===== src/rtl/mips_instr_encoder.sv =====
// rtl/mips_instr_encoder.sv - symbolic request to MIPS word encoder with FIFO drain into instruction memory (optional ENC_ILLEGAL_TRAP_EN)
module mips_instr_encoder #(
  parameter int                 DEPTH     = 4,
  parameter int                 ADDR_W    = 32,
  parameter logic [ADDR_W-1:0]  BASE_ADDR = '0
) (
  input  logic              clk,
  input  logic              rst,
  input  logic              start,
  input  logic              finish,
  input  logic              in_valid,
  output logic              in_ready,
  input  logic [4:0]        in_op,
  input  logic [4:0]        in_rs,
  input  logic [4:0]        in_rt,
  input  logic [4:0]        in_rd,
  input  logic [4:0]        in_shamt,
  input  logic [15:0]       in_imm,
  input  logic [25:0]       in_target,
  input  logic              imem_ready,
  output logic              imem_we,
  output logic [ADDR_W-1:0] imem_addr,
  output logic [31:0]       imem_wdata,
  output logic              busy,
  output logic              done,
  output logic              err,
  output logic [15:0]       wr_count
);

  localparam int             PW      = $clog2(DEPTH);
  localparam logic [PW:0]    DEPTH_C = (PW+1)'(DEPTH);

  typedef enum logic [1:0] {IDLE, ACCEPT, DRAIN} state_t;

  state_t            state_q, state_d;
  logic [31:0]       mem_q [DEPTH];
  logic [PW-1:0]     wptr_q, rptr_q;
  logic [PW:0]       cnt_q, cnt_d;
  logic [ADDR_W-1:0] addr_q;
  logic [15:0]       wr_q;
  logic              err_q;

  logic [5:0]  funct, opc;
  logic        is_r, is_shift, is_lui, is_j, illegal;
  logic [4:0]  rs_eff, sh_eff;
  logic [31:0] enc_word;
  logic        full, empty, accept, push, pop;

  // Decode op index into funct/opcode and pack the 32-bit instruction word
  always_comb begin
    funct    = 6'h00;
    opc      = 6'h00;
    is_r     = ~in_op[4];
    is_shift = (in_op == 5'd10) || (in_op == 5'd11) || (in_op == 5'd12);
    is_lui   = (in_op == 5'd28);
    is_j     = (in_op == 5'd27);
    illegal  = (in_op >= 5'd29);
    case (in_op)
      5'd0:  funct = 6'h20;
      5'd1:  funct = 6'h21;
      5'd2:  funct = 6'h22;
      5'd3:  funct = 6'h23;
      5'd4:  funct = 6'h24;
      5'd5:  funct = 6'h25;
      5'd6:  funct = 6'h26;
      5'd7:  funct = 6'h27;
      5'd8:  funct = 6'h2A;
      5'd9:  funct = 6'h2B;
      5'd10: funct = 6'h00;
      5'd11: funct = 6'h02;
      5'd12: funct = 6'h03;
      5'd13: funct = 6'h04;
      5'd14: funct = 6'h06;
      5'd15: funct = 6'h07;
      5'd16: opc   = 6'h23;
      5'd17: opc   = 6'h2B;
      5'd18: opc   = 6'h04;
      5'd19: opc   = 6'h05;
      5'd20: opc   = 6'h08;
      5'd21: opc   = 6'h09;
      5'd22: opc   = 6'h0C;
      5'd23: opc   = 6'h0D;
      5'd24: opc   = 6'h0E;
      5'd25: opc   = 6'h0A;
      5'd26: opc   = 6'h0B;
      5'd27: opc   = 6'h02;
      5'd28: opc   = 6'h0F;
      default: begin
        funct = 6'h00;
        opc   = 6'h00;
      end
    endcase
    rs_eff = (is_shift || is_lui) ? 5'd0 : in_rs;
    sh_eff = is_shift ? in_shamt : 5'd0;
    if (illegal)
      enc_word = 32'h0000_0000;
    else if (is_r)
      enc_word = {6'h00, rs_eff, in_rt, in_rd, sh_eff, funct};
    else if (is_j)
      enc_word = {opc, in_target};
    else
      enc_word = {opc, rs_eff, in_rt, in_imm};
  end

  assign full     = (cnt_q == DEPTH_C);
  assign empty    = (cnt_q == '0);
  assign in_ready = (state_q == ACCEPT) && !full;
  assign accept   = in_valid && in_ready;
`ifdef ENC_ILLEGAL_TRAP_EN
  assign push     = accept && !illegal && !start;
  assign err      = err_q;
`else
  assign push     = accept && !start;
  assign err      = 1'b0;
`endif
  assign imem_we    = !empty && (state_q != IDLE);
  assign pop        = imem_we && imem_ready && !start;
  assign imem_wdata = mem_q[rptr_q];
  assign imem_addr  = addr_q;
  assign wr_count   = wr_q;
  assign busy       = (state_q != IDLE);

  // Next state, occupancy and done pulse; start overrides everything else
  always_comb begin
    state_d = state_q;
    cnt_d   = cnt_q;
    done    = 1'b0;
    if (push && !pop)
      cnt_d = cnt_q + 1'b1;
    else if (pop && !push)
      cnt_d = cnt_q - 1'b1;
    if (start) begin
      state_d = ACCEPT;
      cnt_d   = '0;
    end else begin
      case (state_q)
        ACCEPT:  if (finish) state_d = DRAIN;
        DRAIN: begin
          if (empty) begin
            state_d = IDLE;
            done    = 1'b1;
          end
        end
        default: state_d = IDLE;
      endcase
    end
  end

  // Control registers: state, FIFO pointers, write address, counters, err pulse
  always_ff @(posedge clk or posedge rst) begin
    if (rst) begin
      state_q <= IDLE;
      cnt_q   <= '0;
      wptr_q  <= '0;
      rptr_q  <= '0;
      addr_q  <= BASE_ADDR;
      wr_q    <= '0;
      err_q   <= 1'b0;
    end else begin
      state_q <= state_d;
      cnt_q   <= cnt_d;
      err_q   <= accept && illegal && !start;
      if (start) begin
        wptr_q <= '0;
        rptr_q <= '0;
        addr_q <= BASE_ADDR;
        wr_q   <= '0;
      end else begin
        if (push) wptr_q <= wptr_q + 1'b1;
        if (pop) begin
          rptr_q <= rptr_q + 1'b1;
          addr_q <= addr_q + ADDR_W'(4);
          if (wr_q != 16'hFFFF) wr_q <= wr_q + 16'd1;
        end
      end
    end
  end

  // FIFO storage needs no reset; occupancy gates every read
  always_ff @(posedge clk) begin
    if (push) mem_q[wptr_q] <= enc_word;
  end

endmodule


===== config.mk =====
export PLATFORM = sky130hd
export DESIGN_NAME = mips_instr_encoder
export DESIGN_NICKNAME = d
export VERILOG_FILES = /design/src/rtl/mips_instr_encoder.sv
export SDC_FILE = /design/constraint.sdc
export NUM_CORES = 1
export LEC_CHECK = 0
export BUFFER_PORTS_ARGS = -buffer_cell sky130_fd_sc_hd__buf_2
export CORE_MARGIN = 2
export CORE_UTILIZATION = 25
export DETAILED_ROUTE_END_ITERATION = 7
export GPL_TIMING_DRIVEN = 0
export PLACE_DENSITY = 0.51
export SYNTH_ARGS = -nofsm -noshare
export SYNTH_HDL_FRONTEND = slang
export SYNTH_SLANG_ARGS = --single-unit

===== constraint.sdc =====
create_clock -name clk -period 2.6 [get_ports clk]
set_clock_uncertainty 0.05 [all_clocks]
set_input_delay 0.52 -clock clk [delete_from_list [all_inputs] [get_ports clk]]
set_output_delay 0.52 -clock clk [all_outputs]
set_load 0.01 [all_outputs]

==> out/metrics.cfg, run 1 <==
[layout]
layout.cell_area.non_filler_mm2=0.0102
drive_gt1_share_pct=31.3
area_of_the_multi_input_gates_mm2=0.00292
flow.area_growth_from_synthesis_pct=24.5
register_area_mm2=0.00510
filler_cell_count=3331
num-nets-final=853

[die]
num_io_pins=158
core_area_mm2=0.0324
num_rows=66
die_width_um=185
dieHeight_um=185
dieArea_mm2=0.0341
start_util_pct=25.2

[pwr]
power.density_mw_per_mm2=695
vdd.ir_drop.worst_mv=0.407
power_leakage_nw=3.83
design_power_total_mw=7.06

[critical_path]
timing.reg2reg.worst_path_depth=6
critical_path.endpoint_type=output port
critical_path_arrival_ns=1.92
r2r_setup_slack_ns=0.21
rr_startpoint=state_q[0]
cp_max_fanout=6
cp.required_ns=2.03
r2r_end=cnt_q[2]
worstSetupStartpointType=register
timing_worst_setup_path_type=register to output port

[clock_network]
cts_tree=built
insertion_delay_ns=0.43
ctsHtreeMaxLevel=4
numClockSinks=179
cts-root-buf=clkbuf_16
ctsLongestPathBuffers=2
clk_pin_slew_worst_paths_ns=0.07
total_cts_buffers=17
cts-hold-fix-buffers=0

[global_route]
first_global_vias=5485
grt_start_max_net_pins=37
antenna_found_initial=2
grt_util_all_layers_pct=12.4
grt_first_pass_wirelength_mm=31.8
residual_overflow_from_global_routing=0

[logic_synthesis]
mappedNetlistArea_mm2=0.00817
yosys.area.top_type_share_pct=45.6
synthesis.yosys.warnings=0
synth_ff_type=edfxtp_1
postSynth.asyncResetShare_pct=30.7
synthMostInstantiatedCell=edfxtp_1
synth_edf_count=124
synth_cells=597
synth-seq-cells=179
cell_type_with_the_largest_total_area_after_synthesis=edfxtp_1
synth_sequential_area_ratio_pct=62.4
synthTopCellsByCount=124 x edfxtp_1, 70 x nor2_1, 55 x dfrtp_1, 34 x nand2_1, 31 x mux4_2
netlist_top_cells_area=edfxtp_1 46%, dfrtp_1 17%, mux4_2 8.5%
netlist-cell-type-count=52
synthesis.area_per_instance_um2=13.7

[detailed_routing]
ant_nets=0
detail_route.vias_per_cell=4.41
drt_wl_total_mm=20.5
pre_repair_dr_iteration_count=4
detail_route.wl_per_cell_um=16.7
drcViolationCount=0
vias=5421
drtIter0Drc=325

[placed_design]
dp_hpwl_mm=14.4
buffers_added_on_ports=152
preCtsSetupSlack_ns=-0.214
placer_congestion_estimate=0.781
detailed_place.area_mm2=0.00956

[timing]
number_of_slew_limit_violations_in_the_final_report=0
fin_crit_sh_pct=95.6
slew_headroom_pct=54.7
rsz_0062_raised_after_global_routing=no
setup_viol=0
fin_ws_ns=0.115
layout_min_cycle_time_ns=2.49
number_of_failing_hold_endpoints_at_the_final_stage=0
slew_worst_pin_ns=0.676
clock.fmax_ghz=0.402

[status]
result_of_the_run=finished clean

[min_path]
hold_path_class=primary input to asynchronous set/reset pin

[job]
maxCapViolCount=0

==> logic make-up (layout without fill, tap and decap cells) <==
kind of cell,Yosys count,in the layout,share of synthesized area (%)
XOR/XNOR,46,46,4.93
AO/OA/AOI/OAI,59,59,5.12
other,1,5,0.0459
flip-flops,179,179,62.4
buffers and inverters,44,230,2.28
AND/OR/NAND/NOR,213,213,13.4
adder cells (fa/ha/maj),7,7,1.16
multiplexers,48,48,10.6
==> worst max-delay path: stages (launching register included) <==
cell and delay [ns]:
dfrtp_1 0.47, or3_1 0.50, nor4b_2 0.33, buf_2 0.19
==> layer usage <==
| metal | routed length [µm] | track usage, % | part of all wire, % |
|---|---|---|---|
| met2 | 10500 | 21.1 | 51 |
| met4 | 233 | 4.00 | 1.1 |
| met3 | 806 | 3.16 | 3.9 |
| met5 | 13 | 0 | 0.063 |
| met1 | 8910 | 15.3 | 43 |
==> timing repair <==
| action | in CTS | in global routing |
|---|---|---|
| buffers inserted | 0 | 0 |
| endpoints found under the setup margin | 31 | 91 |
| resized for setup | 12 | 6 |
==> cell usage in the layout (no fill, tap or decap), types with 19 or more instances in the layout <==
cell type / n
dfrtp_1: 54
buf_2: 157
clkbuf_1: 21
xnor2_1: 25
nand3_1: 19
mux4_2: 31
nand2_1: 34
edfxtp_1: 124
nor2_1: 69
xor2_1: 21
==> flip-flops by register name, indices dropped and copies added, names as in the netlist <==
| signal | count |
|---|---|
| cnt_q | 3 |
| imem_addr | 30 |
| mem_q | 124 |
| rptr_q | 2 |
| state_q | 2 |
| wptr_q | 2 |
| wr_count | 16 |
==> metrics by stage <==
step | util [%] | instances | setup TNS [ns] | hold WS, ns
floorplan | - | 600 | 0 | 0.492
global placement | 29.3 | 1194 | -81.84 | 0.499
detailed placement | 29.5 | 1197 | -7.23 | 0.501
CTS | 31.3 | 1228 | -0.263 | 0.0533
global route | 31.4 | 1228 | 0 | 0.0625
finish | 31.4 | 1229 | 0 | 0.0491
==> report_power, final <==
group,switching (mW),internal (mW)
Sequential,0.0970,3.18
Clock,1.22,1.28
Combinational,0.708,0.580
==> worst max path at each step <==
| stage | startpoint | to | cells past startpoint |
|---|---|---|---|
| 6_report | cnt_q[0] | done | 3 |
| 5_1_grt | rptr_q[0] | imem_wdata[2] | 3 |
| 4_1_cts | rptr_q[0] | imem_wdata[15] | 3 |
| 3_5_place_dp | in_op[3] | mem_q[3][18] | 8 |
| 3_3_place_gp | state_q[0] | mem_q[2][17] | 4 |
| 2_1_floorplan | imem_ready | cnt_q[2] | 6 |
==> final cells by class <==
class	count	share of cell area, %
Inverter	9	0.332
Tap cell	442	5.44
Clock inverter	14	1.35
Timing Repair Buffer	155	8.07
Sequential cell	179	50.2
Buffer	34	1.62
Clock buffer	18	4.22
Antenna cell	1	0.0246
Multi-Input combinational cell	377	28.8
(Power assumes the default switching activity.)
==> inputs of run 2 (changes only) <==
--- a/config.mk
+++ b/config.mk
@@ -5,6 +5,7 @@
 export SDC_FILE = /design/constraint.sdc
 export NUM_CORES = 1
 export LEC_CHECK = 0
+export ABC_AREA = 1
 export BUFFER_PORTS_ARGS = -buffer_cell sky130_fd_sc_hd__buf_2
 export CORE_MARGIN = 2
 export CORE_UTILIZATION = 25
==> out/metrics.cfg, run 2 <==
[status]
result_of_the_run=finished clean  ; unchanged

[pwr]
power_leakage_nw=4.54  ; was 3.83 nW
design_power_total_mw=7.40  ; was 7.06 mW
vdd.ir_drop.worst_mv=0.448  ; was 0.407 mV
power.density_mw_per_mm2=659  ; was 695 mW/mm²

[die]
num_io_pins=158  ; unchanged
start_util_pct=25.5  ; was 25.2%
die_width_um=195  ; was 185 µm
dieHeight_um=195  ; was 185 µm
num_rows=69  ; was 66
dieArea_mm2=0.0378  ; was 0.0341 mm²
core_area_mm2=0.0357  ; was 0.0324 mm²

[logic_synthesis]
netlist_top_cells_area=edfxtp_1 41%, dfrtp_1 15%, nand2_1 9.1%  ; was edfxtp_1 46%, dfrtp_1 17%, mux4_2 8.5%
synth_edf_count=124  ; unchanged
netlist-cell-type-count=51  ; was 52
synthTopCellsByCount=220 x nand2_1, 175 x nor2_1, 124 x edfxtp_1, 83 x o21ai_0, 71 x inv_1  ; was 124 x edfxtp_1, 70 x nor2_1, 55 x dfrtp_1, 34 x nand2_1, 31 x mux4_2
mappedNetlistArea_mm2=0.00907  ; was 0.00817 mm²
synth-seq-cells=179  ; unchanged
synthesis.area_per_instance_um2=8.93  ; was 13.7 µm²
synth_ff_type=edfxtp_1  ; unchanged
yosys.area.top_type_share_pct=41.0  ; was 45.6%
synthesis.yosys.warnings=0  ; unchanged
cell_type_with_the_largest_total_area_after_synthesis=edfxtp_1  ; unchanged
synth_cells=1016  ; was 597
synth_sequential_area_ratio_pct=56.2  ; was 62.4%
postSynth.asyncResetShare_pct=30.7  ; unchanged
synthMostInstantiatedCell=nand2_1  ; was edfxtp_1

[critical_path]
worstSetupStartpointType=register  ; unchanged
series_of_cell_instances_along_the_critical_path=clkbuf_4, clkinv_2, buf_2, nor2_1, o22ai_1, buf_2  ; was or3_1, nor4b_2, buf_2
crit_buf_inv=4  ; was 1
timing_worst_setup_path_type=register to output port  ; unchanged
crit_slowest_cell=dfrtp_1  ; was or3_1
cell_family_contributing_the_most_delay_on_the_critical_path=buffers and inverters  ; was simple AND/OR/NAND/NOR gates
cp.required_ns=2.03  ; about the same
critical_path.most_common_cell=buf_2
critical_path_arrival_ns=1.95  ; was 1.92 ns
cp_max_fanout=10  ; was 6
cp_slowest_stage_delay_ns=0.36  ; was 0.50 ns
critical_path.endpoint_type=output port  ; unchanged

[detailed_routing]
ant_nets=0  ; unchanged
detail_route.wl_per_cell_um=16.1  ; was 16.7 µm
vias=7735  ; was 5421
drt_wl_total_mm=26.8  ; was 20.5 mm
pre_repair_dr_iteration_count=5  ; was 4
drtIter0Drc=448  ; was 325
wl_met2_mm=12.7  ; was 10.5 mm
route.top_layer_used=met4  ; was met5
wl_met3_mm=1.34  ; was 806 µm
drcViolationCount=0  ; unchanged
detail_route.vias_per_cell=4.63  ; was 4.41
routedLengthMet1_mm=12.4  ; was 8.91 mm

[layout]
largest_register_ff_count=124  ; unchanged
mostFrequentLayoutCell=nand2_1  ; was buf_2
num-nets-final=1275  ; was 853
mostFrequentLayoutCells=220 x nand2_1, 171 x nor2_1, 158 x buf_2  ; was 157 x buf_2, 124 x edfxtp_1, 69 x nor2_1
flow.area_growth_from_synthesis_pct=23.8  ; was 24.5%
drive_gt1_share_pct=23.1  ; was 31.3%
antennaDiodeCount=0  ; was 1
registers.top_by_ff_count=mem_q  ; unchanged
layout.cell_area.non_filler_mm2=0.0112  ; was 0.0102 mm²

[clock_network]
ctsHtreeMaxLevel=4  ; unchanged
insertion_delay_ns=0.45  ; was 0.43 ns
total_cts_buffers=17  ; unchanged
cts-root-buf=clkbuf_16  ; unchanged
cts_tree=built  ; unchanged
postCtsSetupRepairBufs=0  ; unchanged
ctsLongestPathBuffers=2  ; unchanged
clk_pin_slew_worst_paths_ns=0.08  ; was 0.07 ns
cts-hold-fix-buffers=0  ; unchanged
numClockSinks=179  ; unchanged

[timing]
fin_crit_sh_pct=96.7  ; was 95.6%
setup_viol=0  ; unchanged
slew_headroom_pct=55.1  ; was 54.7%
layout_min_cycle_time_ns=2.52  ; was 2.49 ns
slew_worst_pin_ns=0.674  ; was 0.676 ns
worst_hold_slack_after_final_layout_ns=0.0286  ; was 0.0491 ns
finalSetupTns_ns=0  ; unchanged
number_of_failing_hold_endpoints_at_the_final_stage=0  ; unchanged
clock.fmax_ghz=0.398  ; was 0.402 GHz
number_of_slew_limit_violations_in_the_final_report=0  ; unchanged
rsz_0062_raised_after_global_routing=yes  ; was no

[placed_design]
placer_congestion_estimate=0.828  ; was 0.781
dp_hpwl_mm=19.3  ; was 14.4 mm
buffers_added_on_ports=151  ; was 152
detailed_place.area_mm2=0.0106  ; was 0.00956 mm²

[global_route]
grt_util_all_layers_pct=14.3  ; was 12.4%
antenna_found_initial=0  ; was 2
first_global_vias=7431  ; was 5485
grt_start_max_net_pins=36  ; was 37
residual_overflow_from_global_routing=0  ; unchanged
grt_first_pass_wirelength_mm=41.7  ; was 31.8 mm

[job]
maxCapViolCount=0  ; unchanged

[min_path]
hold_path_class=primary input to asynchronous set/reset pin  ; unchanged

## run 2: cell types whose count changed in the layout (fill, tap and decap cells not counted), moves of 24 or more
| cell | before | now |
|---|---|---|
| nand2_1 | 34 | 220 |
| nor2_1 | 69 | 171 |
| o21ai_0 | 9 | 81 |
| inv_1 | 8 | 70 |
| nand3_1 | 19 | 51 |
| mux4_2 | 31 | 0 |
| o22ai_1 | 1 | 28 |
| xnor2_1 | 25 | 1 |
## run 2: area by class of cell
class / instances / area (µm²)
Tap cell: 461 / 577
Clock buffer: 17 / 425
Timing Repair Buffer: 157 / 891
Inverter: 84 / 319
Sequential cell: 179 / 5100
Buffer: 44 / 274
Fill cell: 3793 / 24400
Clock inverter: 15 / 168
Multi-Input combinational cell: 712 / 3480
## run 2: layer usage
layer / track usage (%) / vias up
met5: 0 / -
met2: 23.6 / 229
met1: 19.0 / 3679
li1: - / 3805
met4: 3.96 / 0
met3: 2.88 / 22
## run 2: path summary, 6_finish.rpt
path / start / end / slack, ns / cells past startpoint
max: rptr_q[0] / imem_wdata[31] / 0.08 / 6
min in group clk: finish / state_q[0] / 0.26 / 2
max in group asynchronous: rst / imem_addr[28] / 2.07 / 4
max reg2reg: state_q[1] / mem_q[2][6] / 0.43 / 4
min reg2reg: cnt_q[0] / cnt_q[0] / 0.48 / 2
min: rst / wr_count[15] / 0.03 / 3
## run 2: logic make-up after synthesis
family,share of synthesized area (%)
AOI/OAI and AO/OA,11.5
xor gates and xnor gates,0.676
adders and majority gates,1.05
buffers and inverters,6.14
DFF,56.2
other,0.0413
and+or+nand+nor,24.4
## run 2: metrics by stage
step | util (%) | setup WS [ns] | cells
6_report | 31.5 | 0.0849 | 1669
5_1_grt | 31.5 | -0.000107 | 1669
4_1_cts | 31.4 | 0.0163 | 1669
2_1_floorplan | - | -0.0379 | 1019
3_5_place_dp | 29.7 | 0.139 | 1637
3_3_place_gp | 29.2 | -1.49 | 1631
## run 2: timing repair
action | CTS | global route
pin swaps | 0 | 0
endpoints found under the setup margin | 31 | 15
resized for setup | 21 | 14
## run 2: tightest hold or removal path, delay by kind of cell
| family | cells | cell delay (ns) |
|---|---|---|
| buffers and inverters | 3 | 0.39 |
## run 2: power by group
part	switching [mW]	leakage (nW)	internal [mW]
registers	0.0600	1.89	3.18
clock network	1.26	0.284	1.37
logic	1.03	2.37	0.505
total	2.34	4.54	5.05
==> inputs of run 3 (changes only) <==
--- a/config.mk
+++ b/config.mk
@@ -10,8 +10,8 @@
 export CORE_MARGIN = 2
 export CORE_UTILIZATION = 25
 export DETAILED_ROUTE_END_ITERATION = 7
-export GPL_TIMING_DRIVEN = 0
-export PLACE_DENSITY = 0.51
+export GPL_TIMING_DRIVEN = 1
+export PLACE_DENSITY_LB_ADDON = 0.15
 export SYNTH_ARGS = -nofsm -noshare
 export SYNTH_HDL_FRONTEND = slang
 export SYNTH_SLANG_ARGS = --single-unit
==> out/metrics.cfg, run 3 (same netlist as run 2, synthesis figures left out) <==
[layout]
mostFrequentLayoutCells=220 x nand2_1, 171 x nor2_1, 153 x buf_2  ; was 220 x nand2_1, 171 x nor2_1, 158 x buf_2
num-nets-final=1248  ; was 1275
flow.area_growth_from_synthesis_pct=21.6  ; was 23.8%
registers.top_by_ff_count=mem_q  ; unchanged
layout.cell_area.non_filler_mm2=0.0110  ; was 0.0112 mm²
mostFrequentLayoutCell=nand2_1  ; unchanged
largest_register_ff_count=124  ; unchanged
drive_gt1_share_pct=21.8  ; was 23.1%
util_after_layout_pct=31.0  ; was 31.5%

[clock_network]
cts_tree=built  ; unchanged
cts-root-buf=clkbuf_16  ; unchanged
insertion_delay_ns=0.45  ; about the same
total_cts_buffers=17  ; unchanged
ctsLongestPathBuffers=2  ; unchanged
clk_pin_slew_worst_paths_ns=0.08  ; about the same
ctsHtreeMaxLevel=4  ; unchanged
numClockSinks=179  ; unchanged

[detailed_routing]
ant_nets=0  ; unchanged
drt_wl_total_mm=27.5  ; was 26.8 mm
detail_route.vias_per_cell=4.59  ; was 4.63
detail_route.wl_per_cell_um=16.7  ; was 16.1 µm
pre_repair_dr_iteration_count=5  ; unchanged
vias=7561  ; was 7735
drcViolationCount=0  ; unchanged
drtIter0Drc=366  ; was 448

[min_path]
hold_path_class=primary input to asynchronous set/reset pin  ; unchanged

[timing]
fin_crit_sh_pct=92.8  ; was 96.7%
slew_headroom_pct=59.5  ; was 55.1%
fin_ws_ns=0.187  ; was 0.0849 ns
clock.fmax_ghz=0.414  ; was 0.398 GHz
setup_viol=0  ; unchanged
rsz_0062_raised_after_global_routing=no  ; was yes
slew_worst_pin_ns=0.607  ; was 0.674 ns
layout_min_cycle_time_ns=2.41  ; was 2.52 ns
number_of_slew_limit_violations_in_the_final_report=0  ; unchanged
number_of_failing_hold_endpoints_at_the_final_stage=0  ; unchanged
worst_hold_slack_after_final_layout_ns=0.0895  ; was 0.0286 ns

[die]
num_rows=69  ; unchanged
start_util_pct=25.5  ; unchanged
core_area_mm2=0.0357  ; unchanged
num_io_pins=158  ; unchanged
dieArea_mm2=0.0378  ; unchanged
die_width_um=195  ; unchanged
dieHeight_um=195  ; unchanged

[critical_path]
crit_buf_inv=3  ; was 4
cp.required_ns=2.03  ; about the same
cell_family_contributing_the_most_delay_on_the_critical_path=buffers and inverters  ; unchanged
series_of_cell_instances_along_the_critical_path=inv_2, buf_4, o21ai_0, o22ai_1, buf_2  ; was clkbuf_4, clkinv_2, buf_2, nor2_1, o22ai_1, buf_2
critical_path_arrival_ns=1.84  ; was 1.95 ns
crit_slowest_cell=dfrtp_2  ; was dfrtp_1
cp_max_fanout=25  ; was 10
critical_path.endpoint_type=output port  ; unchanged
cp_slowest_stage_delay_ns=0.43  ; was 0.36 ns
worstSetupStartpointType=register  ; unchanged
timing_worst_setup_path_type=register to output port  ; unchanged

[pwr]
vdd.ir_drop.worst_mv=0.644  ; was 0.448 mV
power_leakage_nw=4.44  ; was 4.54 nW
power.density_mw_per_mm2=659  ; about the same

[global_route]
grt_start_max_net_pins=39  ; was 36
antenna_found_initial=6  ; was 0
residual_overflow_from_global_routing=0  ; unchanged
grt_util_all_layers_pct=14.8  ; was 14.3%
grt_first_pass_wirelength_mm=42.9  ; was 41.7 mm
first_global_vias=7344  ; was 7431

[status]
result_of_the_run=finished clean  ; unchanged

[placed_design]
placer_congestion_estimate=0.825  ; was 0.828
dp_hpwl_mm=19.0  ; was 19.3 mm
detailed_place.area_mm2=0.0104  ; was 0.0106 mm²
preCtsSetupSlack_ns=0.225  ; was 0.139 ns
buffers_added_on_ports=153  ; was 151

[job]
maxCapViolCount=0  ; unchanged

-- run 3: path summary, 6_finish.rpt --
| kind | start | to | slack, ns | cells past startpoint |
|---|---|---|---|---|
| worst min register to register | cnt_q[0] | cnt_q[0] | 0.48 | 2 |
| max in group asynchronous | rst | imem_addr[26] | 1.73 | 3 |
| worst min-delay path | rst | wr_count[9] | 0.09 | 2 |
| min in group clk | finish | state_q[0] | 0.26 | 2 |
| worst max-delay path | rptr_q[0] | imem_wdata[21] | 0.19 | 5 |
| worst max register to register | cnt_q[2] | cnt_q[2] | 0.66 | 12 |
-- run 3: worst register-to-register path: stages (launching register included) --
cell and delay, ns:
dfrtp_1 0.46, inv_2 0.05, nand2_2 0.12, nand3_4 0.17, inv_2 0.09, nor2_1 0.07
fa_1 0.38, xnor2_1 0.18, inv_1 0.06, nand2_1 0.06, nand2_1 0.04, nand2_1 0.06
nand2_1 0.04
-- run 3: cell type report --
cell class,instances,area (µm²)
Fill cell,3710,24600
Clock inverter,15,158
Multi-Input combinational cell,712,3460
Tap cell,461,577
Antenna cell,4,10.0
Clock buffer,17,425
Sequential cell,179,5100
Inverter,84,318
Timing Repair Buffer,174,990
-- run 3: timing repair --
action                     in CTS  in global routing
setup endpoints to repair       0                  1
setup buffers                   0                  0
hold buffers                    0                  0
resized for setup               0                  1
-- run 3: metal layers --
layer | routed length, µm | up-vias | global-route usage, %
met2 | 12600 | 183 | 23.6
met5 | 35 | - | 0
met1 | 12500 | 3584 | 19.1
met3 | 1730 | 37 | 4.23
li1 | - | 3751 | -
met4 | 602 | 6 | 5.27
-- run 3: power by group --
| group | internal [mW] | leakage (nW) | switching (mW) |
|---|---|---|---|
| combinational | 0.461 | 2.26 | 0.966 |
| sequential | 3.18 | 1.89 | 0.0626 |
| clock | 1.29 | 0.285 | 1.31 |
| total | 4.93 | 4.44 | 2.34 |
-- run 3: through the flow --
step           power (mW)  setup TNS, ns  instances
3_3_place_gp         4.77              0       1610
4_1_cts              7.39              0       1642
2_1_floorplan        4.17          -4.69       1019
6_report             7.27              0       1646
3_5_place_dp         4.77              0       1610
5_1_grt              7.64              0       1643
